<file path="src/rtl/tap_pkg.sv">
// rtl/tap_pkg.sv - shared TAP state encodings and output vector type
package tap_pkg;

  localparam int TAP_STATE_W = 4;

  typedef enum logic [TAP_STATE_W-1:0] {
    TLR      = 4'hF,
    RTI      = 4'hC,
    SEL_DR   = 4'h7,
    CAP_DR   = 4'h6,
    SH_DR    = 4'h2,
    EX1_DR   = 4'h1,
    PAUSE_DR = 4'h3,
    EX2_DR   = 4'h0,
    UPD_DR   = 4'h5,
    SEL_IR   = 4'h4,
    CAP_IR   = 4'hE,
    SH_IR    = 4'hA,
    EX1_IR   = 4'h9,
    PAUSE_IR = 4'hB,
    EX2_IR   = 4'h8,
    UPD_IR   = 4'hD
  } tap_state_t;

  localparam tap_state_t TAP_RESET_STATE = TLR;

  typedef struct packed {
    logic tl_reset;
    logic capture_ir;
    logic shift_ir;
    logic update_ir;
    logic capture_dr;
    logic shift_dr;
    logic update_dr;
    logic ir_clk_en;
    logic dr_clk_en;
    logic ir_select;
    logic tdo_en;
  } tap_out_t;

  // Output vector of TLR: everything low, including the active-low tl_reset.
  localparam tap_out_t TAP_OUT_RESET = '0;

endpackage

</file>
<file path="src/rtl/tap_controller_if.sv">
// rtl/tap_controller_if.sv - TMS input and strobe/enable outputs of the TAP controller
interface tap_controller_if;

  logic tms;
  logic tl_reset;
  logic captureIR;
  logic shiftIR;
  logic updateIR;
  logic captureDR;
  logic shiftDR;
  logic updateDR;
  logic ir_clk_en;
  logic dr_clk_en;
  logic ir_select;
  logic tdo_en;

  modport master (
    input  tms,
    output tl_reset, captureIR, shiftIR, updateIR,
    output captureDR, shiftDR, updateDR,
    output ir_clk_en, dr_clk_en, ir_select, tdo_en
  );

  modport slave (
    output tms,
    input  tl_reset, captureIR, shiftIR, updateIR,
    input  captureDR, shiftDR, updateDR,
    input  ir_clk_en, dr_clk_en, ir_select, tdo_en
  );

endinterface

</file>
<file path="src/rtl/tap_output_decode.sv">
// rtl/tap_output_decode.sv - combinational map from TAP state to its Moore outputs
module tap_output_decode
  import tap_pkg::*;
(
  input  tap_state_t state,
  output tap_out_t   outs
);

  always_comb begin
    outs          = '0;
    outs.tl_reset = (state != TLR);
    case (state)
      CAP_IR:  outs.capture_ir = 1'b1;
      SH_IR:   outs.shift_ir   = 1'b1;
      UPD_IR:  outs.update_ir  = 1'b1;
      CAP_DR:  outs.capture_dr = 1'b1;
      SH_DR:   outs.shift_dr   = 1'b1;
      UPD_DR:  outs.update_dr  = 1'b1;
      default: ;
    endcase
    // IR column only; TLR and RTI route TDO from the DR side.
    outs.ir_select = state inside {SEL_IR, CAP_IR, SH_IR, EX1_IR, PAUSE_IR, EX2_IR, UPD_IR};
    outs.ir_clk_en = outs.capture_ir | outs.shift_ir;
    outs.dr_clk_en = outs.capture_dr | outs.shift_dr;
    outs.tdo_en    = outs.shift_ir | outs.shift_dr;
  end

endmodule

</file>
<file path="src/rtl/tap_controller.sv">
// rtl/tap_controller.sv - IEEE 1149.1 TAP state machine; TAP_STATE_OUT_EN exposes tap_state
module tap_controller
  import tap_pkg::*;
(
  input  logic                   tck,
  input  logic                   trst,
  tap_controller_if.master       bus
`ifdef TAP_STATE_OUT_EN
  ,
  output logic [TAP_STATE_W-1:0] tap_state
`endif
);

  tap_state_t state;
  tap_state_t next_state;
  tap_out_t   next_outs;
  tap_out_t   outs;

  always_comb begin
    next_state = state;
    case (state)
      TLR:      next_state = bus.tms ? TLR      : RTI;
      RTI:      next_state = bus.tms ? SEL_DR   : RTI;
      SEL_DR:   next_state = bus.tms ? SEL_IR   : CAP_DR;
      CAP_DR:   next_state = bus.tms ? EX1_DR   : SH_DR;
      SH_DR:    next_state = bus.tms ? EX1_DR   : SH_DR;
      EX1_DR:   next_state = bus.tms ? UPD_DR   : PAUSE_DR;
      PAUSE_DR: next_state = bus.tms ? EX2_DR   : PAUSE_DR;
      EX2_DR:   next_state = bus.tms ? UPD_DR   : SH_DR;
      UPD_DR:   next_state = bus.tms ? SEL_DR   : RTI;
      SEL_IR:   next_state = bus.tms ? TLR      : CAP_IR;
      CAP_IR:   next_state = bus.tms ? EX1_IR   : SH_IR;
      SH_IR:    next_state = bus.tms ? EX1_IR   : SH_IR;
      EX1_IR:   next_state = bus.tms ? UPD_IR   : PAUSE_IR;
      PAUSE_IR: next_state = bus.tms ? EX2_IR   : PAUSE_IR;
      EX2_IR:   next_state = bus.tms ? UPD_IR   : SH_IR;
      UPD_IR:   next_state = bus.tms ? SEL_DR   : RTI;
      default:  next_state = TAP_RESET_STATE;
    endcase
  end

  // Decoding the next state lets the output flops switch on the same edge as the state.
  tap_output_decode u_decode (
    .state (next_state),
    .outs  (next_outs)
  );

  always_ff @(posedge tck) begin
    if (!trst) begin
      state <= TAP_RESET_STATE;
      outs  <= TAP_OUT_RESET;
    end else begin
      state <= next_state;
      outs  <= next_outs;
    end
  end

  assign bus.tl_reset  = outs.tl_reset;
  assign bus.captureIR = outs.capture_ir;
  assign bus.shiftIR   = outs.shift_ir;
  assign bus.updateIR  = outs.update_ir;
  assign bus.captureDR = outs.capture_dr;
  assign bus.shiftDR   = outs.shift_dr;
  assign bus.updateDR  = outs.update_dr;
  assign bus.ir_clk_en = outs.ir_clk_en;
  assign bus.dr_clk_en = outs.dr_clk_en;
  assign bus.ir_select = outs.ir_select;
  assign bus.tdo_en    = outs.tdo_en;

`ifdef TAP_STATE_OUT_EN
  assign tap_state = state;
`endif

endmodule

</file>
<file path="src/flat_wrapper.sv">
// flat-port wrapper written by rule: the top's interface ports become plain ports
module tap_controller_flat import tap_pkg::*;
  (tck, trst, bus_tms, bus_tl_reset, bus_captureIR, bus_shiftIR, bus_updateIR, bus_captureDR, bus_shiftDR, bus_updateDR, bus_ir_clk_en, bus_dr_clk_en, bus_ir_select, bus_tdo_en);
  tap_controller_if bus_i ();
  input  logic tck;
  input  logic trst;
  input wire logic [$bits(bus_i.tms)-1:0] bus_tms;
  output wire logic [$bits(bus_i.tl_reset)-1:0] bus_tl_reset;
  output wire logic [$bits(bus_i.captureIR)-1:0] bus_captureIR;
  output wire logic [$bits(bus_i.shiftIR)-1:0] bus_shiftIR;
  output wire logic [$bits(bus_i.updateIR)-1:0] bus_updateIR;
  output wire logic [$bits(bus_i.captureDR)-1:0] bus_captureDR;
  output wire logic [$bits(bus_i.shiftDR)-1:0] bus_shiftDR;
  output wire logic [$bits(bus_i.updateDR)-1:0] bus_updateDR;
  output wire logic [$bits(bus_i.ir_clk_en)-1:0] bus_ir_clk_en;
  output wire logic [$bits(bus_i.dr_clk_en)-1:0] bus_dr_clk_en;
  output wire logic [$bits(bus_i.ir_select)-1:0] bus_ir_select;
  output wire logic [$bits(bus_i.tdo_en)-1:0] bus_tdo_en;
  assign bus_i.tms = bus_tms;
  assign bus_tl_reset = bus_i.tl_reset;
  assign bus_captureIR = bus_i.captureIR;
  assign bus_shiftIR = bus_i.shiftIR;
  assign bus_updateIR = bus_i.updateIR;
  assign bus_captureDR = bus_i.captureDR;
  assign bus_shiftDR = bus_i.shiftDR;
  assign bus_updateDR = bus_i.updateDR;
  assign bus_ir_clk_en = bus_i.ir_clk_en;
  assign bus_dr_clk_en = bus_i.dr_clk_en;
  assign bus_ir_select = bus_i.ir_select;
  assign bus_tdo_en = bus_i.tdo_en;
  tap_controller u_core (.tck(tck), .trst(trst), .bus(bus_i));
endmodule
</file>
<file path="config.mk">
export PLATFORM = sky130hd
export DESIGN_NAME = tap_controller_flat
export DESIGN_NICKNAME = d
export VERILOG_FILES = /design/src/rtl/tap_pkg.sv /design/src/rtl/tap_controller_if.sv /design/src/rtl/tap_output_decode.sv /design/src/rtl/tap_controller.sv /design/src/flat_wrapper.sv
export SDC_FILE = /design/constraint.sdc
export NUM_CORES = 1
export LEC_CHECK = 0
export CAP_MARGIN = 15
export CORE_MARGIN = 2
export CORE_UTILIZATION = 35
export DETAILED_ROUTE_END_ITERATION = 8
export PLACE_DENSITY = 0.61
export SLEW_MARGIN = 20
export SYNTH_ARGS = -nofsm -noshare
export SYNTH_HDL_FRONTEND = slang
export SYNTH_SLANG_ARGS = --single-unit
</file>
<file path="constraint.sdc">
create_clock -name tck -period 1.92 [get_ports tck]
set_clock_uncertainty 0.05 [all_clocks]
set_input_delay 0.384 -clock tck [delete_from_list [all_inputs] [get_ports tck]]
set_output_delay 0.384 -clock tck [all_outputs]
set_load 0.01 [all_outputs]
</file>
After elaboration in Yosys (flattened, before gate mapping)
Index checks and enable logic that the tools add are counted.

operators by class
  order comparisons = 0
  mux-type cells = 19
  reductions and logical operators = 5
  shift-type cells = 0
  add/subtract/negate cells = 0
  bitwise operators = 3
  div/mod/pow operators = 0
  eq/ne operators = 26
  multiply operators = 0

operators by type and width
  kind                                                                   count
  4-bit equality test, second input constant                             14
  4-bit case mux with 12 select lines                                    1
  4-bit by 3-bit equality test with 1-bit output, second input constant  7
  4-bit by 2-bit equality test with 1-bit output, second input constant  3
  2-bit 2-to-1 mux                                                       6
  3-bit 2-to-1 mux                                                       4
  1-bit 2-to-1 mux                                                       7
  7-bit nonzero test                                                     1
  4-bit by 1-bit equality test with 1-bit output, second input constant  1
  4-bit logical NOT                                                      1
  4-bit 2-to-1 mux                                                       1
  4-bit != test, second input constant                                   1
  2-bit OR reduction                                                     2
  1-bit OR                                                               3
  3-bit OR reduction                                                     1

storage, ports and cells
  register bits = 15
  bits in latches = 0
  memories = 0
  RAM bits = 0
  bits of input ports = 3
  output and inout bits = 11
  ROM bits = 0

Depth between registers and ports, before layout
Gate-level depths: netlist (run 1).

  depth in word-level cells = 6
  gate-level depth with buffers = 5
  mapped depth without buffers = 3

Modules after synthesis
A second synthesis (run 1) with hierarchy kept.

unflattened totals
  cells, all modules = 66
  area total of the unflattened synthesis = 614.3 µm²

by module, submodules not included
  module             seq. area each (µm²)  instances  cells an instance  area an instance (µm²)
  tap_controller     300.3                 1          47                 514.2
  tap_output_decode  0.0                   1          19                 100.1

Least setup slack after synthesis (run 1)
OpenSTA, ideal clock, no wires.

  kind = input to register
  from = input bus_tms
  to = register u_core.outs, in the netlist u_core.bus.dr_clk_en
  data arrival time = 1,018 ps
  library setup time = 103 ps
  required time = 1,767 ps
  path buffers = 1
  stages = 4
  slack = 748 ps
  path through = buf_2 -> inv_1 -> nand2_2 -> a2111oi_2

on the way
  cells in the longest elaborated chain, start to end = 5
  elaborated cells between the ends (all ways) = 18

ends and longest elaborated chain
  element                                                                                                           RTL line                                                          text
  from (decl)                                                                                                       flat_wrapper.sv:7                                                 input wire logic [$bits(bus_i.tms)-1:0] bus_tms;
  4-bit 2-to-1 mux, or another cell as far along                                                                    tap_controller.sv:23, tap_controller.sv:30, tap_controller.sv:37
  4-bit case mux with 12 select lines *                                                                             tap_controller.sv:21                                              case (state)
  4-bit by 3-bit equality test with 1-bit output or 4-bit by 2-bit equality test with 1-bit output (tied branches)  tap_output_decode.sv:12                                           case (state)
  1-bit 2-to-1 mux                                                                                                  tap_output_decode.sv:12
  1-bit OR *                                                                                                        tap_output_decode.sv:24                                           outs.dr_clk_en = outs.capture_dr | outs.shift_dr;
  to (signal assigned)                                                                                              tap_controller.sv:54                                              outs <= next_outs;
  to (decl)                                                                                                         tap_controller.sv:17                                              tap_out_t outs;

Mark *: on every way between the ends. The rest lies on a longest branch, timed or not.
A chain may end at the register's enable or synchronous reset.

Worst setup path after layout (run 1)
  from = register u_core.outs, in the netlist u_core.bus.updateDR
  to = output bus_updateDR

RTL lines
  element    RTL line            text
  to (decl)  flat_wrapper.sv:14  output wire logic [$bits(bus_i.updateDR)-1:0] bus_updateDR;

No word-level cell between the ends.

==> results.sh, run 1 <==
export IMPL_syn_num_nets=67
export IMPL_port_buffer_count=13
export IMPL_worst_path_buf_inv=1
export IMPL_wl_per_cell_um=11.3
export IMPL_cp_slowest_cell="clkdlybuf4s50_1"
export IMPL_synth_warnings=0
export IMPL_die_area_um2=2130
export IMPL_tightest_slew_ns=0.511
export IMPL_top_register="u_core.state"
export IMPL_antenna_cells=0
export IMPL_p_total_mw=0.621
export IMPL_syn_to_final_growth_pct=22.7
export IMPL_netlist_instances=64
export IMPL_finalCriticalPeriod_ns=1.58
export IMPL_placed_area_um2=736
export IMPL_layout_drive_gt1_share_pct=13.2
export IMPL_grt_ovfl_total=0
export IMPL_cts_buffers=3
export IMPL_routed_via_density=5.13
export IMPL_die_w_um=46.2
export IMPL_vias=477
export IMPL_drtIter0Drc=4
export IMPL_vdd_drop_max_uv=326
export IMPL_p_sw_share_pct=27.1
export IMPL_ys_top_cells_by_area="dfxtp_1, buf_6, a21oi_1"
export IMPL_timing_slew_headroom_pct=65.9
export IMPL_postSynthAreaPerCell_um2=9.72
export IMPL_start_util_pct=36.8
export IMPL_power_switching_mw=0.168
export IMPL_rsz0062_at_grt="false"
export IMPL_p_comb_share_pct=14.4
export IMPL_cts_resized=0
export IMPL_nets=80
export IMPL_status="complete, no violations"
export IMPL_use_met2_pct=15.8
export IMPL_cts_hold_buf=0
export IMPL_clock_sinks=15
export IMPL_min_from="u_core.state[2]"
export IMPL_hold_ws_ns=0.548
export IMPL_final_area_um2=763
export IMPL_crit_start="u_core.bus.updateDR"
export IMPL_ant_nets=0
export IMPL_largest_register_ffs=4
export IMPL_yosysTopAreaCell="dfxtp_1"
export IMPL_synth_distinct_cells=30
export IMPL_cap_viol_max_count=0
export IMPL_max_freq_mhz=633
export IMPL_num_rows=15
export IMPL_seq_area_frac_synth_pct=48.3
export IMPL_hold_viol_final=0
export IMPL_core_area_um2=1690
export IMPL_routed_wl_mm=1.05
export IMPL_period_share_pct=82.3
export IMPL_io_pins=14
export IMPL_die_height_um=46.2
export IMPL_clockRootBuffer="clkbuf_4"
export IMPL_grt_pass1_wl_mm=1.68
export IMPL_clock_latency_ns=0.29
export IMPL_cts_tree="built"
export IMPL_grt_start_max_net_pins=17
export IMPL_max_clock_path_buffers=2
export IMPL_drt_pass1_iter_count=3
export IMPL_place_gp_congestion=0.785
export IMPL_internal_power_mw=0.453
export IMPL_post_cts_setup_buffers=0
export IMPL_reg2reg_from="u_core.state[0]"
export IMPL_p_seq_share_pct=56.7
export IMPL_synth_top_area_share_pct=48.3
export IMPL_crit_chain="clkdlybuf4s50_1"
export IMPL_grt_use_total_pct=11.6
export IMPL_synth_seq_cells=15
export IMPL_netlist_area_um2=622
export IMPL_critPathArrivalTime_ns=1.15
export IMPL_drc=0
export IMPL_pwr_share_clk_pct=28.9
export IMPL_htree_levels=1
export IMPL_post_dp_hpwl_um=742
export IMPL_cpPeakStageDelay_ns=0.53
export IMPL_worstSetupStartpointType="flop"
export IMPL_finalSetupViolations=0
export IMPL_path_clk_slew_ns=0.10
export IMPL_crit_required_ns=1.49
export IMPL_grt_pass1_vias=392
export IMPL_slew_viol_final=0
export IMPL_crit_fanout=1
export IMPL_setup_tns_ns=0
export IMPL_antenna_found_initial=0
export IMPL_pwr_density_cell_nw_per_um2=814
export IMPL_grt_util_met3_pct=4.71
export IMPL_leakage_nw=0.292
export IMPL_use_met1_pct=14.4
export IMPL_hp_class="flop to flop"
export IMPL_cp_top_family="buffers and inverters"
export IMPL_end_kind="primary output"
export IMPL_grt_busiest_layer="met2"
export IMPL_criticalPathCategory="flop to primary output"
[cell type report]
cell class,count,area [um2]
Tap cell,17,21.3
Clock inverter,1,5.00
Inverter,3,11.3
Timing Repair Buffer,14,138
Sequential cell,15,300
Clock buffer,3,22.5
Fill cell,168,926
Multi-Input combinational cell,40,265
[cells in the mapped netlist]
library cell	count
nor3b_1	1
a211o_2	1
dfxtp_1	15
nand4b_1	1
inv_1	3
a21boi_0	1
buf_6	2
a211oi_1	1
and2b_4	1
nand2_1	5
o21a_1	1
o21ai_0	3
buf_4	1
or3_1	2
a2111oi_2	1
and2b_1	1
xnor2_1	1
nand3_1	2
nor4b_2	1
nor4b_1	1
a31oi_1	1
nand2_2	1
nor3_1	3
and4_1	1
buf_2	3
mux2i_1	1
nand2b_1	2
a21oi_1	4
nor2_1	1
nor4_1	2
[power groups by stage]
stage	clock network [mW]	logic, mW	registers, mW
global placement	0	0.0900	0.359
CTS	0.183	0.0899	0.352
global route	0.196	0.0996	0.357
floorplan	0	0.0855	0.345
finish	0.179	0.0892	0.352
detailed placement	0	0.0897	0.360
[cells by family after synthesis]
family / count (synthesis) / synth area share, %
DFF: 15 / 48.3
xor gates and xnor gates: 1 / 1.41
muxes: 1 / 1.61
AOI/OAI and AO/OA: 13 / 14.3
and+or+nand+nor: 25 / 25.4
buffers and inverters: 9 / 9.05
[cell usage in the layout, fill, tap and decap left out, types with 2 or more instances in the layout]
cell type	count
clkbuf_4	3
o21ai_0	3
a21oi_1	4
or3_1	2
dfxtp_1	15
clkdlybuf4s50_1	13
nand2b_1	2
nor4_1	2
nand3_1	2
nand2_1	5
inv_1	3
nor3_1	3
[metrics by stage]
step	cells	worst slack, ns	util [%]
final	93	0.339	45.2
after global placement	89	0.256	43.6
after detailed placement	89	0.227	43.6
after CTS	93	0.325	45.2
after floorplan	64	0.748	-
after global routing	93	0.302	45.2
[path summary, 6_finish.rpt]
kind / cells past startpoint / slack, ns / to
worst max-delay path: 1 / 0.34 / bus_updateDR
worst min-delay path: 1 / 0.55 / u_core.bus.tl_reset
worst max register to register: 3 / 0.61 / u_core.state[1]
worst min register to register: 1 / 0.55 / u_core.bus.tl_reset
[per-layer routing]
metal | up-vias | share of wire (%)
met5 | - | 0
met2 | 8 | 47
met1 | 218 | 48
met3 | 2 | 2.7
li1 | 249 | -
met4 | 0 | 2.2
Note: power is estimated with default switching activity, not from simulation.
==> run 2: changes to the inputs <==
- PLACE_DENSITY: 0.61 -> 0.63
- clock period: 1.92 -> 1.43 ns (I/O delays scaled with it)
==> results.sh, run 2 (synthesis gave the netlist of run 1 again) <==
export IMPL_status="complete, no violations"
export IMPL_antenna_found_initial=0
export IMPL_max_freq_mhz=777
export IMPL_period_share_pct=90.0
export IMPL_clockRootBuffer="clkbuf_4"
export IMPL_drtIter0Drc=16
export IMPL_end_kind="flop"
export IMPL_largest_register_ffs=4
export IMPL_final_cell_mix="dfxtp_1, dlygate4sd2_1, nand2_1, buf_4, a21oi_1"
export IMPL_rsz0062_at_grt="false"
export IMPL_stdcell_count=97
export IMPL_cts_buffers=3
export IMPL_pwr_density_cell_nw_per_um2=1080
export IMPL_num_rows=15
export IMPL_fin_util_pct=46.1
export IMPL_final_common_cell="dfxtp_1"
export IMPL_setup_tns_ns=0
export IMPL_p_total_mw=0.839
export IMPL_io_pins=14
export IMPL_post_dp_hpwl_um=776
export IMPL_worstSetupStartpointType="primary input"
export IMPL_nets=84
export IMPL_fin_ws_ns=0.142
export IMPL_r2r_cells=3
export IMPL_core_area_um2=1690
export IMPL_die_height_um=46.2
export IMPL_hold_viol_final=0
export IMPL_preCtsSetupSlack_ns=-0.127
export IMPL_grt_pass1_wl_mm=1.82
export IMPL_max_clock_path_buffers=2
export IMPL_criticalPathCategory="primary input to flop"
export IMPL_die_w_um=46.2
export IMPL_hold_depth=1
export IMPL_leakage_nw=0.356
export IMPL_cts_hold_buf=0
export IMPL_finalSetupViolations=0
export IMPL_clock_sinks=15
export IMPL_path_clk_slew_ns=0.09
export IMPL_placed_area_um2=766
export IMPL_place_inst=93
export IMPL_wl_per_cell_um=11.7
export IMPL_vdd_drop_max_uv=381
export IMPL_routed_wl_mm=1.14
export IMPL_crit_fanout=7
export IMPL_routed_via_density=5.28
export IMPL_critPathArrivalTime_ns=1.42
export IMPL_port_buffer_count=13
export IMPL_antenna_cells=0
export IMPL_vias=512
export IMPL_ant_nets=0
export IMPL_place_gp_congestion=0.740
export IMPL_drt_pass1_iter_count=4
export IMPL_tightest_slew_ns=0.478
export IMPL_top_register="u_core.state"
export IMPL_layout_drive_gt1_share_pct=16.3
export IMPL_htree_levels=1
export IMPL_syn_to_final_growth_pct=25.2
export IMPL_die_area_um2=2130
export IMPL_crit_required_ns=1.56
export IMPL_cts_tree="built"
export IMPL_grt_pass1_vias=422
export IMPL_hp_class="flop to flop"
export IMPL_timing_slew_headroom_pct=68.1
export IMPL_grt_start_max_net_pins=15
export IMPL_slew_viol_final=0
export IMPL_nFillCells=171
export IMPL_drc=0
export IMPL_hold_ws_ns=0.540
export IMPL_cap_viol_max_count=0
export IMPL_finalCriticalPeriod_ns=1.29
export IMPL_start_util_pct=36.8
export IMPL_grt_ovfl_total=0
export IMPL_clock_latency_ns=0.28
export IMPL_final_area_um2=778
export IMPL_grt_use_total_pct=12.5
-- run 2: power by group --
| group | switching, mW | internal [mW] |
|---|---|---|
| Clock | 0.132 | 0.108 |
| Combinational | 0.0624 | 0.0670 |
| Sequential | 0.0309 | 0.438 |
-- run 2: worst paths after layout --
| kind | startpoint | endpoint | slack [ns] |
|---|---|---|---|
| max | bus_tms | u_core.bus.dr_clk_en | 0.14 |
| min | u_core.state[2] | u_core.bus.tl_reset | 0.54 |
| max reg2reg | u_core.state[0] | u_core.state[1] | 0.16 |
| min reg2reg | u_core.state[2] | u_core.bus.tl_reset | 0.54 |
-- run 2: metal layers --
metal  track usage, %  up-vias  wire length, um
met5                0        -                0
met4             10.3        0                6
met3             2.35        4               63
met2             18.6       25              549
met1             15.5      224              518
li1                 -      259                -
-- run 2: repair_timing --
action,CTS,global route
gates resized for setup,11,0
buffers inserted,0,0
setup endpoints to repair,11,0
-- run 2: critical path: stages --
cell and delay (ns):
clkdlybuf4s50_1 0.52, inv_1 0.16, nand2_2 0.12, a2111oi_2 0.33
-- run 2: area by class of cell --
class                      instances  area (um2)  area share, %
clock buffer                       4        26.3           3.38
inverter                           3        11.3           1.45
multi-input combinational         40         265           34.1
sequential                        15         300           38.6
tap                               17        21.3           2.73
timing repair buffer              18         154           19.8
